[src/rtl/dmem_arbiter.sv]
// Two-port arbiter for a single-port data memory: port 0 (CPU) fixed priority, port 1 (DMA) aged.
// Latency: grant and memory strobe same cycle; read data returned one cycle after grant.
// Backpressure: a requester holds its request until gnt; port 1 is forced in after MAX_WAIT lost cycles.
module dmem_arbiter #(
    parameter int AW       = 32,
    parameter int DW       = 32,
    parameter int MAX_WAIT = 4
) (
    input  logic              clk,
    input  logic              reset,
    input  logic              req0,
    input  logic [AW-1:0]     addr0,
    input  logic [DW-1:0]     wdata0,
    input  logic [DW/8-1:0]   we0,
    output logic              gnt0,
    output logic              rvalid0,
    output logic [DW-1:0]     rdata0,
    input  logic              req1,
    input  logic [AW-1:0]     addr1,
    input  logic [DW-1:0]     wdata1,
    input  logic [DW/8-1:0]   we1,
    output logic              gnt1,
    output logic              rvalid1,
    output logic [DW-1:0]     rdata1,
    output logic              mem_en,
    output logic [AW-1:0]     mem_addr,
    output logic [DW-1:0]     mem_wdata,
    output logic [DW/8-1:0]   mem_we,
    input  logic [DW-1:0]     mem_rdata
);

    typedef struct packed {
        logic [AW-1:0]   addr;
        logic [DW-1:0]   wdata;
        logic [DW/8-1:0] we;
    } mreq_t;

    typedef enum logic [1:0] {IDLE, RD0, RD1} rd_state_t;

    rd_state_t  state;
    logic [7:0] wait_cnt;
    logic       force1;
    mreq_t      mreq;

    assign force1 = (wait_cnt == 8'(MAX_WAIT));

    // Gating with reset keeps the memory quiet the instant reset asserts.
    assign gnt0 = reset & req0 & ~force1;
    assign gnt1 = reset & req1 & (~req0 | force1);

    always_comb begin
        mreq = '0;
        if (gnt0) begin
            mreq.addr  = addr0;
            mreq.wdata = wdata0;
            mreq.we    = we0;
        end else if (gnt1) begin
            mreq.addr  = addr1;
            mreq.wdata = wdata1;
            mreq.we    = we1;
        end
    end

    assign mem_en    = gnt0 | gnt1;
    assign mem_addr  = mreq.addr;
    assign mem_wdata = mreq.wdata;
    assign mem_we    = mreq.we;

    always_ff @(posedge clk or negedge reset) begin
        if (!reset) begin
            state    <= IDLE;
            wait_cnt <= 8'd0;
        end else begin
            if (gnt0 && (we0 == '0))
                state <= RD0;
            else if (gnt1 && (we1 == '0))
                state <= RD1;
            else
                state <= IDLE;

            if (!req1 || gnt1)
                wait_cnt <= 8'd0;
            else if (wait_cnt < 8'(MAX_WAIT))
                wait_cnt <= wait_cnt + 8'd1;
        end
    end

    assign rvalid0 = (state == RD0);
    assign rvalid1 = (state == RD1);
    assign rdata0  = rvalid0 ? mem_rdata : '0;
    assign rdata1  = rvalid1 ? mem_rdata : '0;

endmodule

[config.mk]
export PLATFORM = sky130hd
export DESIGN_NAME = dmem_arbiter
export DESIGN_NICKNAME = d
export VERILOG_FILES = /design/src/rtl/dmem_arbiter.sv
export SDC_FILE = /design/constraint.sdc
export NUM_CORES = 1
export LEC_CHECK = 0
export BUFFER_PORTS_ARGS = -buffer_cell sky130_fd_sc_hd__buf_2
export CORE_AREA = 2 2 121 123
export DETAILED_ROUTE_END_ITERATION = 10
export DIE_AREA = 0 0 123 125
export GPL_TIMING_DRIVEN = 0
export HOLD_SLACK_MARGIN = 0.12
export PLACE_DENSITY = 0.41
export RECOVER_POWER = 100
export SYNTH_ARGS = -nofsm -noshare
export SYNTH_HDL_FRONTEND = slang
export SYNTH_SLANG_ARGS = --single-unit
[constraint.sdc]
create_clock -name clk -period 5.45 [get_ports clk]
set_input_delay 1.635 -clock clk [delete_from_list [all_inputs] [get_ports clk]]
set_output_delay 1.635 -clock clk [all_outputs]
set_load 0.02 [all_outputs]
* Yosys cells after proc, flatten, opt, wreduce, memory -nomap -nowiden *
Cells that the tools add are included.

cells by class
  reductions and logical operators = 7
  magnitude comparators = 1
  bitwise gates (word level) = 8
  eq/ne operators = 3
  muxes and demuxes = 8
  $add $sub $neg = 1

operators by type and width
  cell                                                         number
  two-way mux 68 bit                                           2
  two-way mux 32 bit                                           2
  two-way mux 8 bit                                            2
  adder 8 x 1 -> 8 bit (second input constant)                 1
  == test 8 x 3 -> 1 bit (second input constant)               1
  zero test 4 bit                                              2
  less-than comparator 8 x 3 -> 1 bit (second input constant)  1
  bitwise AND 1 bit                                            4
  two-way mux 2 bit                                            2
  == test 2 x 1 -> 1 bit (second input constant)               1
  == test 2 bit (second input constant)                        1
  logical AND 1 bit                                            2
  NOT 1 bit                                                    2
  bitwise OR 1 bit                                             2
  nonzero test 2 bit                                           1
  zero test 1 bit                                              1
  logical OR 1 bit                                             1

storage, ports and cells
  input bits = 172
  logic and storage cells = 30
  output and inout bits = 137
  register bits = 10

* Longest topological paths before layout *
  word-level depth = 6
  mapped depth = 7

* Worst setup path after synthesis *
No wires, ideal clock.

  kind = input port to output port
  start = in reset
  end = out mem_addr[0]
  required time = 3.815 ns
  arrival = 2.737 ns
  path slack = 1.078 ns
  stages = 5
  path buffers = 3
  cell sequence = buf_2 -> and2_1 -> clkbuf_1 -> clkbuf_1 -> a32o_1

between the ends
  cells in the longest elaborated chain, start to end = 4

ends and longest elaborated chain
  element                         line  RTL
  from (decl)                     10    input logic reset,
  bitwise AND 1 bit (2 in a row)  49    assign gnt1 = reset & req1 & (~req0 | force1);
  two-way mux 68 bit              57    end else if (gnt1) begin
  two-way mux 68 bit (*)          53    if (gnt0) begin
  to (decl)                       26    output logic [AW-1:0] mem_addr,

Every way passes the cells marked *; elsewhere a longest branch is shown, timed or not.

* Worst setup path in the final report *
  start = in reset
  end = out mem_wdata[24]

between the ends
  cells in the longest elaborated chain, start to end = 4

ends and longest elaborated chain
  element                         line  RTL
  bitwise AND 1 bit (2 in a row)  49
  two-way mux 68 bit              57
  two-way mux 68 bit (*)          53
  to (decl)                       27    output logic [DW-1:0] mem_wdata,

Marked as above.

==> impl_metrics.prom <==
# TYPE chip_impl_metric gauge
chip_impl_info{name="run_status",value="finished, final reports clean"} 1
chip_impl_info{name="holdPathEnd",value="wait_cnt[6]"} 1
chip_impl_metric{name="die_area",unit="sq um"} 15380
chip_impl_metric{name="die_x",unit="um"} 123
chip_impl_metric{name="synthDistinctLibCells",unit=""} 25
chip_impl_metric{name="dp_area",unit="sq um"} 3567
chip_impl_metric{name="final_max_slew_viol_count",unit=""} 0
chip_impl_metric{name="path_max_fanout",unit=""} 11
chip_impl_metric{name="count_of_instances_resized_after_the_clock_tree_is_built",unit=""} 0
chip_impl_metric{name="cp.buffers_inverters",unit=""} 5
chip_impl_metric{name="h-tree-depth",unit=""} 1
chip_impl_metric{name="post_drt_via_cell_ratio",unit=""} 4.351
chip_impl_metric{name="ctsHoldBuffers",unit=""} 0
chip_impl_metric{name="grt_pass1_vias",unit=""} 3037
chip_impl_metric{name="grt_max_degree",unit=""} 12
chip_impl_info{name="top_signal_layer_used",value="met4"} 1
chip_impl_metric{name="post-route-period-util",unit="%"} 94.76
chip_impl_info{name="startpoint_class_of_the_critical_path",value="input pin"} 1
chip_impl_metric{name="cts-root-to-sink-buffers",unit=""} 2
chip_impl_metric{name="cp_slowest_stage_delay",unit="ns"} 0.57
chip_impl_metric{name="cts_sinks",unit=""} 10
chip_impl_metric{name="flow.area_growth_from_synthesis",unit="%"} 94.29
chip_impl_metric{name="place.detailed.hpwl",unit="um"} 10050
chip_impl_metric{name="synth.yosys.seq_area_share",unit="%"} 13.94
chip_impl_metric{name="hold_depth",unit=""} 2
chip_impl_metric{name="final_hold_viol_count",unit=""} 0
chip_impl_metric{name="clockPowerShare",unit="%"} 32.0
chip_impl_metric{name="worst-r2r-cell-count",unit=""} 5
chip_impl_metric{name="firstDrtPassIters",unit=""} 4
chip_impl_metric{name="sw_frac_of_total",unit="%"} 37.08
chip_impl_metric{name="met2RoutedLength",unit="um"} 6424
chip_impl_metric{name="grt_antenna_before_repair",unit=""} 0
chip_impl_metric{name="p_int",unit="mW"} 0.2837
chip_impl_metric{name="netSwitchingPower",unit="mW"} 0.1672
chip_impl_metric{name="seqPwrFrac",unit="%"} 17.2
chip_impl_info{name="grt_setup_unrepaired",value="no"} 1
chip_impl_metric{name="synth-warning-count",unit=""} 0
chip_impl_metric{name="required",unit="ns"} 3.82
chip_impl_info{name="master_of_the_slowest_instance_on_the_critical_path",value="sky130_fd_sc_hd__clkbuf_1"} 1
chip_impl_metric{name="cap_violations",unit=""} 0
chip_impl_metric{name="drt_drc_violations_left",unit=""} 0
chip_impl_metric{name="number_of_buffers_inserted_to_repair_setup_after_cts",unit=""} 0
chip_impl_metric{name="cp.arrival",unit="ns"} 3.53
chip_impl_info{name="hp-start",value="wait_cnt[6]"} 1
chip_impl_metric{name="syn-num-nets",unit=""} 386
chip_impl_metric{name="avgRoutedWirePerCell",unit="um"} 16.40
chip_impl_metric{name="met3_length",unit="um"} 1161
chip_impl_metric{name="finalSetupTns",unit="ns"} 0
chip_impl_info{name="layout.cells.most_common",value="sky130_fd_sc_hd__buf_2"} 1
chip_impl_metric{name="design.final.nets",unit=""} 698
chip_impl_metric{name="largest_voltage_drop_on_the_vdd_net",unit="V"} 0.00006246
chip_impl_metric{name="final_layout_size_suffix_gt1_share",unit="%"} 41.11
chip_impl_metric{name="slew-limit-headroom",unit="%"} 35.10
chip_impl_metric{name="worst_clock_skew",unit="ns"} 0.001542
chip_impl_metric{name="antenna_cells",unit=""} 0
chip_impl_metric{name="powerDensity",unit="nW/um^2"} 129.3
chip_impl_metric{name="fp-row-count",unit=""} 44
chip_impl_metric{name="report.final.setup_viol",unit=""} 0
chip_impl_metric{name="design_power_total",unit="mW"} 0.4509
chip_impl_info{name="crit-reg2reg-launch",value="wait_cnt[7]"} 1
chip_impl_metric{name="die_height",unit="um"} 125
chip_impl_metric{name="numCtsBuffers",unit=""} 3
chip_impl_metric{name="register_to_register_setup_slack",unit="ns"} 2.61
chip_impl_metric{name="layout.cell_area.non_filler",unit="sq um"} 3488
chip_impl_metric{name="grtUsageTotal",unit="%"} 13.54
chip_impl_metric{name="globalRoute.totalOverflow",unit=""} 0
chip_impl_metric{name="ys_seq_elements",unit=""} 10
chip_impl_metric{name="count_of_buffers_from_port_buffering",unit=""} 308
chip_impl_metric{name="power.leakage",unit="nW"} 1.626
chip_impl_metric{name="gpl.final_weighted_congestion",unit=""} 0.8356
chip_impl_metric{name="drt_first_iter_violations",unit=""} 70
chip_impl_info{name="cts_tree",value="yes"} 1
chip_impl_metric{name="filler_cell_count",unit=""} 1661
chip_impl_metric{name="netlist_area",unit="sq um"} 1795
chip_impl_metric{name="ios",unit=""} 309
chip_impl_metric{name="drt_wl_total",unit="um"} 11600
chip_impl_metric{name="max_freq",unit="MHz"} 193.6
chip_impl_metric{name="postRouteAntennaNets",unit=""} 0
chip_impl_metric{name="initial_core_util",unit="%"} 12.64
chip_impl_info{name="r2r_end",value="wait_cnt[1]"} 1
chip_impl_metric{name="clk_latency",unit="ns"} 0.24
chip_impl_metric{name="first_pass_grt_wire_length",unit="um"} 16110
chip_impl_metric{name="synth.avg_cell_area",unit="sq um"} 8.469
chip_impl_info{name="critPathKind",value="input pin to output port"} 1
chip_impl_info{name="cpLargestDelayFamily",value="buffers and inverters"} 1
chip_impl_metric{name="post_synth_inst_count",unit=""} 212
chip_impl_info{name="root_driver",value="sky130_fd_sc_hd__clkbuf_16"} 1
chip_impl_metric{name="coreArea",unit="sq um"} 14200
chip_impl_metric{name="worst-slew-pin-transition",unit="ns"} 0.9633
chip_impl_metric{name="wl_met1",unit="um"} 3882
chip_impl_metric{name="period_needed",unit="ns"} 5.164
chip_impl_info{name="worstPathCellList",value="buf_2, buf_2, o211a_1, clkbuf_1, buf_6, a32o_1, clkbuf_1"} 1
chip_impl_info{name="category_of_the_worst_setup_path_capture_point",value="output port"} 1
chip_impl_info{name="layout.cells.most_common_list",value="192 x sky130_fd_sc_hd__buf_2, 129 x sky130_fd_sc_hd__clkbuf_1, 68 x sky130_fd_sc_hd__a32o_1, 66 x sky130_fd_sc_hd__and2_1, 10 x sky130_fd_sc_hd__dfrtp_1"} 1
chip_impl_metric{name="vias",unit=""} 3076
chip_impl_info{name="worst_hold_path_type",value="register to register"} 1
chip_impl_metric{name="clk_pin_slew_worst_setup_hold_paths",unit="ns"} 0.04
chip_impl_metric{name="combPwrFrac",unit="%"} 50.8
## worst register-to-register path, delay by kind of cell (launching register included)
kind	cells	cell delay [ns]
AND/OR/NAND/NOR	1	0.42
flip-flops	1	0.39
AO/OA/AOI/OAI	2	0.96
buffers and inverters	2	0.93
## through the flow
stage	hold WS [ns]	instances	worst slack, ns	utilization [%]
after floorplan	0.4951	212	1.078	-
after global placement	0.5133	704	0.07841	25.11
after detailed placement	0.5116	704	0.09382	25.11
after CTS	0.5187	708	0.08949	25.74
after global routing	0.5558	707	0.07900	24.56
final	0.5228	707	0.2858	24.56
## synth_stat cells
cell,n,area (sq um)
sky130_fd_sc_hd__a221oi_1,2,17.52
sky130_fd_sc_hd__nor3_1,1,5.000
sky130_fd_sc_hd__nor2b_1,2,12.51
sky130_fd_sc_hd__inv_1,8,30.03
sky130_fd_sc_hd__or3_1,2,12.51
sky130_fd_sc_hd__or3_4,1,11.26
sky130_fd_sc_hd__ha_1,2,25.02
sky130_fd_sc_hd__a31oi_1,1,6.260
sky130_fd_sc_hd__o21ai_0,2,10.01
sky130_fd_sc_hd__o21ai_2,1,8.760
sky130_fd_sc_hd__or2_2,1,6.260
sky130_fd_sc_hd__buf_6,10,112.6
sky130_fd_sc_hd__and3_1,1,6.260
sky130_fd_sc_hd__a32o_1,68,680.7
sky130_fd_sc_hd__dfrtp_1,10,250.2
sky130_fd_sc_hd__a211oi_1,6,45.04
sky130_fd_sc_hd__nand4bb_1,1,11.26
sky130_fd_sc_hd__buf_4,1,7.510
sky130_fd_sc_hd__o211a_1,1,10.01
sky130_fd_sc_hd__nor2_1,1,3.750
sky130_fd_sc_hd__clkbuf_1,14,52.55
sky130_fd_sc_hd__nand4b_1,1,8.760
sky130_fd_sc_hd__buf_2,6,30.03
sky130_fd_sc_hd__and2_1,67,419.2
sky130_fd_sc_hd__nor4_1,2,12.51
## layer usage
layer  track usage [%]  up-vias
met4             2.607        0
met2             28.99      193
met5                 0        -
li1                  -     1467
met3             2.965        6
met1             12.46     1410
## cell type report
cell class	instances	area [sq um]	area share, %
plain buffers	30	180.2	5.165
flip-flops and latches	10	250.2	7.174
repair buffers	308	1400	40.14
multi-input cells	163	1309	37.52
well taps	184	230.2	6.600
clock buffers	4	88.84	2.547
inverters	8	30.03	0.8608
## state kept, by name (all words and copies together) (netlist names)
| name | count |
|---|---|
| wait_cnt | 8 |
| state | 2 |
## power groups by stage
stage	registers, mW	clock network (mW)	logic [mW]
after floorplan	0.0783	0	0.119
after global placement	0.0787	0	0.239
after detailed placement	0.0787	0	0.241
after CTS	0.0777	0.147	0.242
after global routing	0.0780	0.151	0.249
final	0.0777	0.144	0.229
## cell families (layout without fill, tap and decap cells)
logic type	count (synthesis)	count (layout)	share of synthesized area, %
compound gates	81	81	43.35
fa+ha+maj	2	2	1.394
buf+inv	39	350	12.96
flops	10	10	13.94
simple gates	80	80	28.36
## worst max-delay path by stage
stage,end,cells past startpoint,slack (ns),from
after CTS,mem_wdata[29],7,0.09,reset
final,mem_wdata[24],7,0.29,reset
after global routing,mem_addr[11],7,0.08,reset
after floorplan,mem_addr[0],5,1.08,reset
after global placement,mem_wdata[29],7,0.08,reset
after detailed placement,mem_wdata[29],7,0.09,reset
Note: power is estimated with default switching activity, not from simulation.
